## config.mk

```make
export PLATFORM = sky130hd
export DESIGN_NAME = reg_write_arbiter
export DESIGN_NICKNAME = d
export VERILOG_FILES = /design/src/rtl/reg_write_arbiter.sv
export SDC_FILE = /design/constraint.sdc
export NUM_CORES = 1
export LEC_CHECK = 0
export CAP_MARGIN = 40
export CELL_PAD_IN_SITES_DETAIL_PLACEMENT = 0
export CELL_PAD_IN_SITES_GLOBAL_PLACEMENT = 2
export CORE_MARGIN = 2
export CORE_UTILIZATION = 33
export DETAILED_ROUTE_END_ITERATION = 10
export PLACE_DENSITY_LB_ADDON = 0.1
export SYNTH_ARGS = -nofsm -noshare
export SYNTH_HDL_FRONTEND = slang
export SYNTH_SLANG_ARGS = --single-unit
```

## constraint.sdc

```tcl
create_clock -name clk -period 5.3 [get_ports clk]
set_input_delay 1.06 -clock clk [delete_from_list [all_inputs] [get_ports clk]]
set_output_delay 1.06 -clock clk [all_outputs]
set_load 0.03 [all_outputs]
```

## src/rtl/reg_write_arbiter.sv

```systemverilog
// Round-robin arbiter that shares one capture register among NREQ requesters,
// enforcing cycle-level setup/hold stability windows around each capture.
module reg_write_arbiter #(
    parameter int unsigned NREQ      = 4,
    parameter int unsigned WIDTH     = 8,
    parameter int unsigned SETUP_CYC = 2,
    parameter int unsigned HOLD_CYC  = 1
) (
    input  logic                     clk,
    input  logic                     rst_n,
    input  logic [NREQ-1:0]          req,
    input  logic [NREQ*WIDTH-1:0]    wdata,
    output logic [NREQ-1:0]          gnt,
    output logic [WIDTH-1:0]         q,
    output logic                     q_valid,
    output logic [$clog2(NREQ)-1:0]  q_src,
    output logic                     ack,
    output logic                     setup_viol,
    output logic                     hold_viol,
    output logic                     busy
);

    localparam int unsigned SRC_W   = $clog2(NREQ);
    localparam int unsigned CNT_MAX = (SETUP_CYC > HOLD_CYC) ? SETUP_CYC : HOLD_CYC;
    localparam int unsigned CNT_W   = (CNT_MAX > 1) ? $clog2(CNT_MAX) : 1;

    if (NREQ < 2 || NREQ > 8) begin : g_bad_nreq
        $error("reg_write_arbiter: NREQ must be in 2..8");
    end
    if (SETUP_CYC < 1 || HOLD_CYC < 1) begin : g_bad_cyc
        $error("reg_write_arbiter: SETUP_CYC and HOLD_CYC must be >= 1");
    end

    typedef enum logic [1:0] {
        IDLE  = 2'd0,
        SETUP = 2'd1,
        HOLD  = 2'd2
    } state_t;

    state_t               state_q, state_d;
    logic [SRC_W-1:0]     w_q, w_d;
    logic [WIDTH-1:0]     snap_q, snap_d;
    logic [CNT_W-1:0]     cnt_q, cnt_d;
    logic [SRC_W-1:0]     ptr_q, ptr_d;

    logic [NREQ-1:0]      gnt_d;
    logic [WIDTH-1:0]     q_d;
    logic                 q_valid_d;
    logic [SRC_W-1:0]     q_src_d;
    logic                 ack_d;
    logic                 setup_viol_d;
    logic                 hold_viol_d;
    logic                 busy_d;

    logic [WIDTH-1:0]     wd [NREQ];
    logic                 found;
    logic [SRC_W-1:0]     pick;
    logic                 data_chg;
    logic                 setup_done;
    logic                 hold_done;

    for (genvar i = 0; i < NREQ; i++) begin : g_split
        assign wd[i] = wdata[i*WIDTH +: WIDTH];
    end

    // First asserted request at or above ptr, wrapping past NREQ-1.
    always_comb begin
        int unsigned idx;
        found = 1'b0;
        pick  = '0;
        idx   = 0;
        for (int unsigned i = 0; i < NREQ; i++) begin
            idx = (32'(ptr_q) + i) % NREQ;
            if (!found && req[SRC_W'(idx)]) begin
                found = 1'b1;
                pick  = SRC_W'(idx);
            end
        end
    end

    assign data_chg   = (wd[w_q] != snap_q);
    assign setup_done = (cnt_q == CNT_W'(SETUP_CYC - 1));
    assign hold_done  = (cnt_q == CNT_W'(HOLD_CYC - 1));

    always_ff @(posedge clk or negedge rst_n) begin
        if (!rst_n) begin
            state_q <= IDLE;
        end else begin
            state_q <= state_d;
        end
    end

    // Next state; abort has priority over a data change in SETUP.
    always_comb begin
        state_d = state_q;
        case (state_q)
            IDLE: begin
                if (found) state_d = SETUP;
            end
            SETUP: begin
                if (!req[w_q])              state_d = IDLE;
                else if (data_chg)          state_d = SETUP;
                else if (setup_done)        state_d = HOLD;
            end
            HOLD: begin
                if (hold_done) state_d = IDLE;
            end
            default: state_d = IDLE;
        endcase
    end

    // Next values of the datapath and the registered outputs.
    always_comb begin
        w_d          = w_q;
        snap_d       = snap_q;
        cnt_d        = cnt_q;
        ptr_d        = ptr_q;
        gnt_d        = gnt;
        q_d          = q;
        q_valid_d    = 1'b0;
        q_src_d      = q_src;
        ack_d        = 1'b0;
        setup_viol_d = 1'b0;
        hold_viol_d  = 1'b0;
        case (state_q)
            IDLE: begin
                if (found) begin
                    w_d    = pick;
                    gnt_d  = NREQ'(1) << pick;
                    snap_d = wd[pick];
                    cnt_d  = '0;
                end
            end
            SETUP: begin
                if (!req[w_q]) begin
                    gnt_d = '0;
                end else if (data_chg) begin
                    snap_d       = wd[w_q];
                    cnt_d        = '0;
                    setup_viol_d = 1'b1;
                end else if (setup_done) begin
                    q_d       = snap_q;
                    q_valid_d = 1'b1;
                    q_src_d   = w_q;
                    cnt_d     = '0;
                end else begin
                    cnt_d = cnt_q + CNT_W'(1);
                end
            end
            HOLD: begin
                hold_viol_d = data_chg;
                if (hold_done) begin
                    ack_d = 1'b1;
                    gnt_d = '0;
                    ptr_d = (w_q == SRC_W'(NREQ - 1)) ? '0 : w_q + SRC_W'(1);
                end else begin
                    cnt_d = cnt_q + CNT_W'(1);
                end
            end
            default: begin
                gnt_d = '0;
            end
        endcase
        busy_d = (state_d != IDLE);
    end

    always_ff @(posedge clk or negedge rst_n) begin
        if (!rst_n) begin
            w_q        <= '0;
            snap_q     <= '0;
            cnt_q      <= '0;
            ptr_q      <= '0;
            gnt        <= '0;
            q          <= '0;
            q_valid    <= 1'b0;
            q_src      <= '0;
            ack        <= 1'b0;
            setup_viol <= 1'b0;
            hold_viol  <= 1'b0;
            busy       <= 1'b0;
        end else begin
            w_q        <= w_d;
            snap_q     <= snap_d;
            cnt_q      <= cnt_d;
            ptr_q      <= ptr_d;
            gnt        <= gnt_d;
            q          <= q_d;
            q_valid    <= q_valid_d;
            q_src      <= q_src_d;
            ack        <= ack_d;
            setup_viol <= setup_viol_d;
            hold_viol  <= hold_viol_d;
            busy       <= busy_d;
        end
    end

endmodule

```

==> results of run 1 <==
==> per-stage QoR <==
step                cell area [um^2]  setup slack, ns  total power [mW]
finish                          2957            1.908             1.196
global placement                2849            1.428            0.9989
global route                    2957            1.748             1.293
CTS                             2957            1.895             1.205
floorplan                       2217            2.539            0.8191
detailed placement              2865            1.589            0.9987
==> logic make-up (layout without fill, tap and decap cells) <==
| group | after synthesis | count (layout) | share of synthesized area [%] |
|---|---|---|---|
| xor+xnor | 8 | 8 | 3.160 |
| compound gates | 66 | 66 | 20.26 |
| mux | 22 | 22 | 17.38 |
| flops | 34 | 34 | 38.37 |
| simple gates | 67 | 67 | 14.90 |
| buf+inv | 14 | 73 | 3.104 |
| fa+ha+maj | 5 | 5 | 2.822 |
==> critical path: cells and delay by family <==
kind,cells,cell delay (ns)
buffers and inverters,2,0.64
XOR/XNOR,1,0.20
multiplexers,2,0.87
AND/OR/NAND/NOR,2,0.80
==> sequential cells by signal, indices dropped and copies added, names as in the netlist, 2 cells and up <==
signal	count
q_src	2
state_q	2
ptr_q	2
snap_q	8
w_q	2
q	8
gnt	4
==> worst max-delay path by stage <==
stage | from | to | slack [ns] | depth (start not counted)
2_1_floorplan | wdata[12] | q[1] | 2.54 | 6
3_3_place_gp | wdata[12] | q[0] | 1.43 | 6
3_5_place_dp | wdata[12] | q[0] | 1.59 | 7
4_1_cts | wdata[12] | q[0] | 1.90 | 7
5_1_grt | wdata[20] | q[0] | 1.75 | 7
6_report | wdata[12] | q[0] | 1.91 | 7
==> cells in the final DEF, fill, tap and decap left out, types with 2 or more instances in the layout <==
cell type,instances
clkdlybuf4s50_1,56
dfrtp_1,34
o21ai_0,19
nand2_1,18
nand3_1,18
a31oi_1,16
nor2_1,13
mux2_4,9
mux4_2,8
xnor2_1,8
a32o_1,8
o31ai_1,6
clkbuf_8,6
ha_1,5
a21oi_1,4
nand2b_1,4
inv_1,3
buf_4,3
and4_1,2
and2_1,2
nand4_1,2
a21o_1,2
nor2b_1,2
o21a_1,2
mux2_2,2
==> power breakdown <==
group | switching [mW] | total (mW) | internal, mW
clock network | 0.0972 | 0.202 | 0.105
logic | 0.305 | 0.589 | 0.284
registers | 0.0876 | 0.405 | 0.317
total | 0.489 | 1.20 | 0.706
==> metal layers <==
| layer | vias to the layer above | global-route usage [%] |
|---|---|---|
| met5 | - | 0 |
| met4 | 0 | 5.195 |
| met1 | 969 | 27.47 |
| met2 | 62 | 29.25 |
| met3 | 10 | 3.369 |
| li1 | 951 | - |
==> area by class of cell <==
type                    instances  area share, %
clock buffers                   7          2.920
clock inverters                 1         0.1693
inverters                       4         0.5078
flip-flops and latches         34          28.78
repair buffers                 61          20.27
multi-input cells             168          44.10
well taps                      77          3.259
==> results.md, run 1 <==
- Die area: 7390 um^2
- Fraction of layout cells with a size suffix above 1: 12.73%
- Die X: 85.97 um
- Critical path's slowest cell: nor3_2
- Seq cells post-synth: 34
- HP Class: register to register
- GRT Util Overall: 19.01%
- FP Rows: 29
- Final antenna-violating net count: 0
- Max stage delay on crit path: 0.57 ns
- RSZ-0062 raised after global routing: false
- Largest net degree at the start of global routing: 35
- Insertion delay to the later sink of the worst-skew pair: 0.29 ns
- Core Box Area: 6422 um^2
- Worst hold slack: about 0.49 ns
- Worst vdd ir: 0.0001296 V
- Fin. max-slew vios: 0
- Area grow syn2layout: 33.35%
- Fin Setup TNS: 0 ns
- Clock root buffer: clkbuf_8
- Final wirelength: between 6 and 7 mm
- Clk_skew: 0.009512 ns
- Dpl cells: approximately 340
- Worst r2r path cells: 6
- Max FO, Critical Path: 7
- Mapped Nets: between 200 and 300
- WL met3: 313 um
- Reg2reg end: q[0]
- Synth top area share: 38.37%
- Seq/Total Area, Yosys: between 30% and 40%
- Critical Path, Cell by Cell: clkdlybuf4s50_1 -> mux4_1 -> xnor2_1 -> nand4_1 -> nor3_2 -> buf_6 -> mux2_1
- CP arrival: 3.56 ns
- First-pass GRT wire length: 10.96 mm
- FF-to-FF setup slack: 2.12 ns
- Cell Area, Synth: 2217 um^2
- Met2 wire len: 3.096 mm
- Post-synth top area cell: dfrtp_1
- Clock Path Buffers: 2
- Postcts setup bufs: 0
- Max H-tree Level: 2
- Routed vias/inst: 5.659
- DRT iter0 DRCs: 98
- Drt pass-1 iters: 4
- Largest cells by area after synthesis: dfrtp_1 (38%), mux4_2 (8.1%), mux2_4 (6.1%)
- Critical Path RT: 5.47 ns
- Die Y: 85.97 um
- I/O pin count: 57
- CP Launch Type: primary input
- Most frequent cell after synthesis: dfrtp_1
- CTS buffer count: 5
- # diodes: 0
- WS Path Type: primary input to register
- Number of nets in the layout: 317
- DRC: 0
- Final Hold Vio Count: 0
- Post-synth EDFFs: 0
- Fillcell total: between 600 and 700
- Most frequent cells after synthesis: dfrtp_1 (34), o21ai_0 (19), nand2_1 (18), nand3_1 (18), a31oi_1 (16)
- Mapped Cells: 216
- Async set or reset register ratio after synthesis: 100.0%
- Grt ovf: 0
- Final Non-Filler Cells: about 350
- Clock sink count: 34
- Initial core utilization: 34.52%
- Mapped Avg Cell Area: about 10 um^2
- Met1 wire length: 3.012 mm
- WL per Instance: 18.50 um
- Slew HR: 42.83%
- Post-cts sizing count: 0
- Synthesis warning total: 0
- Main flop type after synthesis: dfrtp_1
- Leakage: 1.179 nW
- Yosys cell types: 44
- Vias: 1,992
- Storage cell area: roughly 850 um^2
- Vias in the first global route: ~2,000
- CTS tree: done
- Hold-fix buffers at CTS: 0
- DR top layer: met4
- Hold Crit Start: gnt[3]
- Hold depth: 2
- Antenna violations before repair: 0
- FMAX: 294.8 MHz
- Post-layout min period: ~3.4 ns
- Final Util: between 40% and 50%
- # setup viols final: 0
- Max_cap viols: 0
- Cell Pwr Density: around 400 nW/um^2
- GPL Wtd Cong: 0.7820
- Slew @ Worst Pin: 0.8568 ns
- Clk slew on worst S/H paths: 0.07 ns
- HPWL Detailed: 4.773 mm
- PortBufs: between 50 and 60
- Crit share post-route: between 60% and 70%
- Crit path capture type: register
- WHS Endpoint: gnt[3]
- Status: complete, no violations
- R2r startpoint: w_q[0]
- Footprint of the multi-input gates: ~1300 um^2
Power figures use the tool's default switching activity.
==> inputs of run 2 (changes only) <==
- CORE_UTILIZATION: 33 -> 30
- clock period: 5.3 -> 3.2 ns (I/O delays scaled with it)
==> results.md, run 2 (synthesized netlist as in run 1, its figures left out) <==
- Worst vdd ir: 0.0001781 V (was 0.0001296 V)
- Worst path bufs/invs: 2 (unchanged)
- Commonest non-fill, non-tap cell in the layout: clkdlybuf4s50_1 (unchanged)
- Status: complete, no violations (unchanged)
- Core Box Area: 7214 um^2 (was 6422 um^2)
- Fraction of layout cells with a size suffix above 1: 14.29% (was 12.73%)
- Crit path capture type: register (unchanged)
- Slew HR: 53.58% (was 42.83%)
- Hold-fix buffers at CTS: 0 (unchanged)
- Max stage delay on crit path: 0.51 ns (was 0.57 ns)
- Critical Path, Cell by Cell: clkdlybuf4s50_1 -> mux4_2 -> xnor2_1 -> nand4_1 -> nor3_2 -> buf_12 -> mux2_1 (was clkdlybuf4s50_1 -> mux4_1 -> xnor2_1 -> nand4_1 -> nor3_2 -> buf_6 -> mux2_1)
- Die area: 8094 um^2 (was 7390 um^2)
- Max FO, Critical Path: 11 (was 7)
- Max H-tree Level: 2 (unchanged)
- FF-to-FF setup slack: 0.63 ns (was 2.12 ns)
- Clock Path Buffers: 2 (unchanged)
- Area grow syn2layout: 37.19% (was 33.35%)
- Largest net degree at the start of global routing: 35 (unchanged)
- Dpl cells: 371 (was 344)
- GRT Util Overall: 16.96% (was 19.01%)
- Largest regs: q: 8 flops, snap_q: 8 flops, gnt: 4 flops (unchanged)
- # setup viols final: 0 (unchanged)
- HPWL Detailed: 4.868 mm (was 4.773 mm)
- Cell Pwr Density: 684.3 nW/um^2 (was 404.4 nW/um^2)
- Critical path's slowest cell: mux4_2 (was nor3_2)
- Worst Setup SP: wdata[27] (was wdata[12])
- Fin Setup TNS: 0 ns (unchanged)
- CTS buffer count: 5 (unchanged)
- HP Class: register to register (unchanged)
- I/O pin count: 57 (unchanged)
- GPL Wtd Cong: 0.7661 (was 0.7820)
- DRT iter0 DRCs: 63 (was 98)
- CP Launch Type: primary input (unchanged)
- Power Total: 2.081 mW (was 1.196 mW)
- Vias: 2,017 (was 1,992)
- Final wirelength: 6.531 mm (was 6.511 mm)
- # diodes: 0 (unchanged)
- Clock sink count: 34 (unchanged)
- Final Non-Filler Cells: 379 (was 352)
- Antenna violations before repair: 0 (unchanged)
- Crit share post-route: 83.53%
- Grt ovf: 0 (unchanged)
- Reg2reg end: q[0] (unchanged)
- Final Hold Vio Count: 0 (unchanged)
- Hold Crit Start: gnt[2] (was gnt[3])
- WP depth: 7 (unchanged)
- Post-layout min period: approximately 2.7 ns
- FP Rows: 31 (was 29)
- Final antenna-violating net count: 0 (unchanged)
- PortBufs: 56 (unchanged)
- Die X: 89.97 um (was 85.97 um)
- Insertion delay to the later sink of the worst-skew pair: 0.29 ns (about the same)
- Commonest non-fill, non-tap cells in the layout: clkdlybuf4s50_1 (56), dfrtp_1 (34), o21ai_0 (19) (unchanged)
- Leakage: 1.215 nW (was 1.179 nW)
- CP arrival: 2.86 ns (was 3.56 ns)
- R2r startpoint: w_q[1] (was w_q[0])
- Max_cap viols: 0 (unchanged)
- Fin. max-slew vios: 0 (unchanged)
- Postcts setup bufs: 0 (unchanged)
- Post-cts sizing count: 0 (unchanged)
- Initial core utilization: 30.73% (was 34.52%)
- FMAX: 374.1 MHz
- Worst r2r path cells: 6 (unchanged)
- Vias in the first global route: 2,066 (was 2,059)
- Clk slew on worst S/H paths: 0.08 ns (was 0.07 ns)
- First-pass GRT wire length: 10.90 mm (was 10.96 mm)
- Drt pass-1 iters: 4 (unchanged)
- Fillcell total: 721 (was 617)
- CP endpoint: q[0] (unchanged)
- Clock root buffer: clkbuf_8 (unchanged)
- DRC: 0 (unchanged)
- Clk_skew: 0.01148 ns (was 0.009512 ns)
- Critical Path RT: 3.38 ns (was 5.47 ns)
- WS Path Type: primary input to register (unchanged)
- Slew @ Worst Pin: 0.6963 ns (was 0.8568 ns)
- Final Util: 42.16% (was 46.04%)
- CTS tree: done (unchanged)
- Top delay family on crit path: multiplexers (unchanged)
- Die Y: 89.97 um (was 85.97 um)
- Number of nets in the layout: 322 (was 317)
- Routed vias/inst: 5.322 (was 5.659)
- RSZ-0062 raised after global routing: false (unchanged)
- WL per Instance: 17.23 um (was 18.50 um)
-- run 2: cell types whose count changed in the layout (fill, tap and decap cells not counted), sizes merged --
cell / change
clkbuf: -2
clkinv: +1
bufinv: +1
buf: +5
-- run 2: per-stage QoR --
step | hold WS (ns) | area, um^2 | worst slack, ns
floorplan | 0.3444 | 2217 | 0.8590
global placement | 0.4603 | 2928 | 0.2134
detailed placement | 0.4713 | 2933 | 0.1983
CTS | 0.4892 | 3042 | 0.5177
global route | 0.5125 | 3042 | 0.4211
finish | 0.4851 | 3042 | 0.5269
-- run 2: power by group --
group / switching, mW / internal, mW / leakage, nW
sequential: 0.115 / 0.526 / 0.450
clock: 0.167 / 0.229 / 0.0579
combinational: 0.548 / 0.496 / 0.707
-- run 2: worst min path at each step --
stage	end	slack (ns)	depth (start not counted)
floorplan	ack	0.34	0
global placement	gnt[2]	0.46	2
detailed placement	gnt[2]	0.47	2
CTS	gnt[2]	0.49	2
global route	gnt[1]	0.51	2
finish	gnt[2]	0.49	2
-- run 2: worst reg2reg max path, cell delays in order, from the launching register on --
cell,delay (ns)
dfrtp_1,0.76
mux4_2,0.44
xnor2_1,0.22
nand4_1,0.25
nor3_2,0.31
buf_12,0.18
mux2_1,0.32
-- run 2: per-layer routing --
metal,GRT usage (%),vias to the layer above,part of all wire (%)
li1,-,965,-
met1,23.76,983,49
met2,26.77,57,45
met3,2.598,12,3.4
met4,6.026,0,2.3
met5,0,-,0
-- run 2: layout make-up --
| type | count | area [um^2] | share of cell area [%] |
|---|---|---|---|
| multi-input combinational | 168 | 1297 | 42.66 |
| tap | 99 | 123.9 | 4.072 |
| inverter | 4 | 15.01 | 0.4936 |
| timing repair buffer | 66 | 645.6 | 21.23 |
| sequential | 34 | 850.8 | 27.97 |
| clock buffer | 5 | 68.82 | 2.262 |
| clock inverter | 3 | 40.04 | 1.316 |
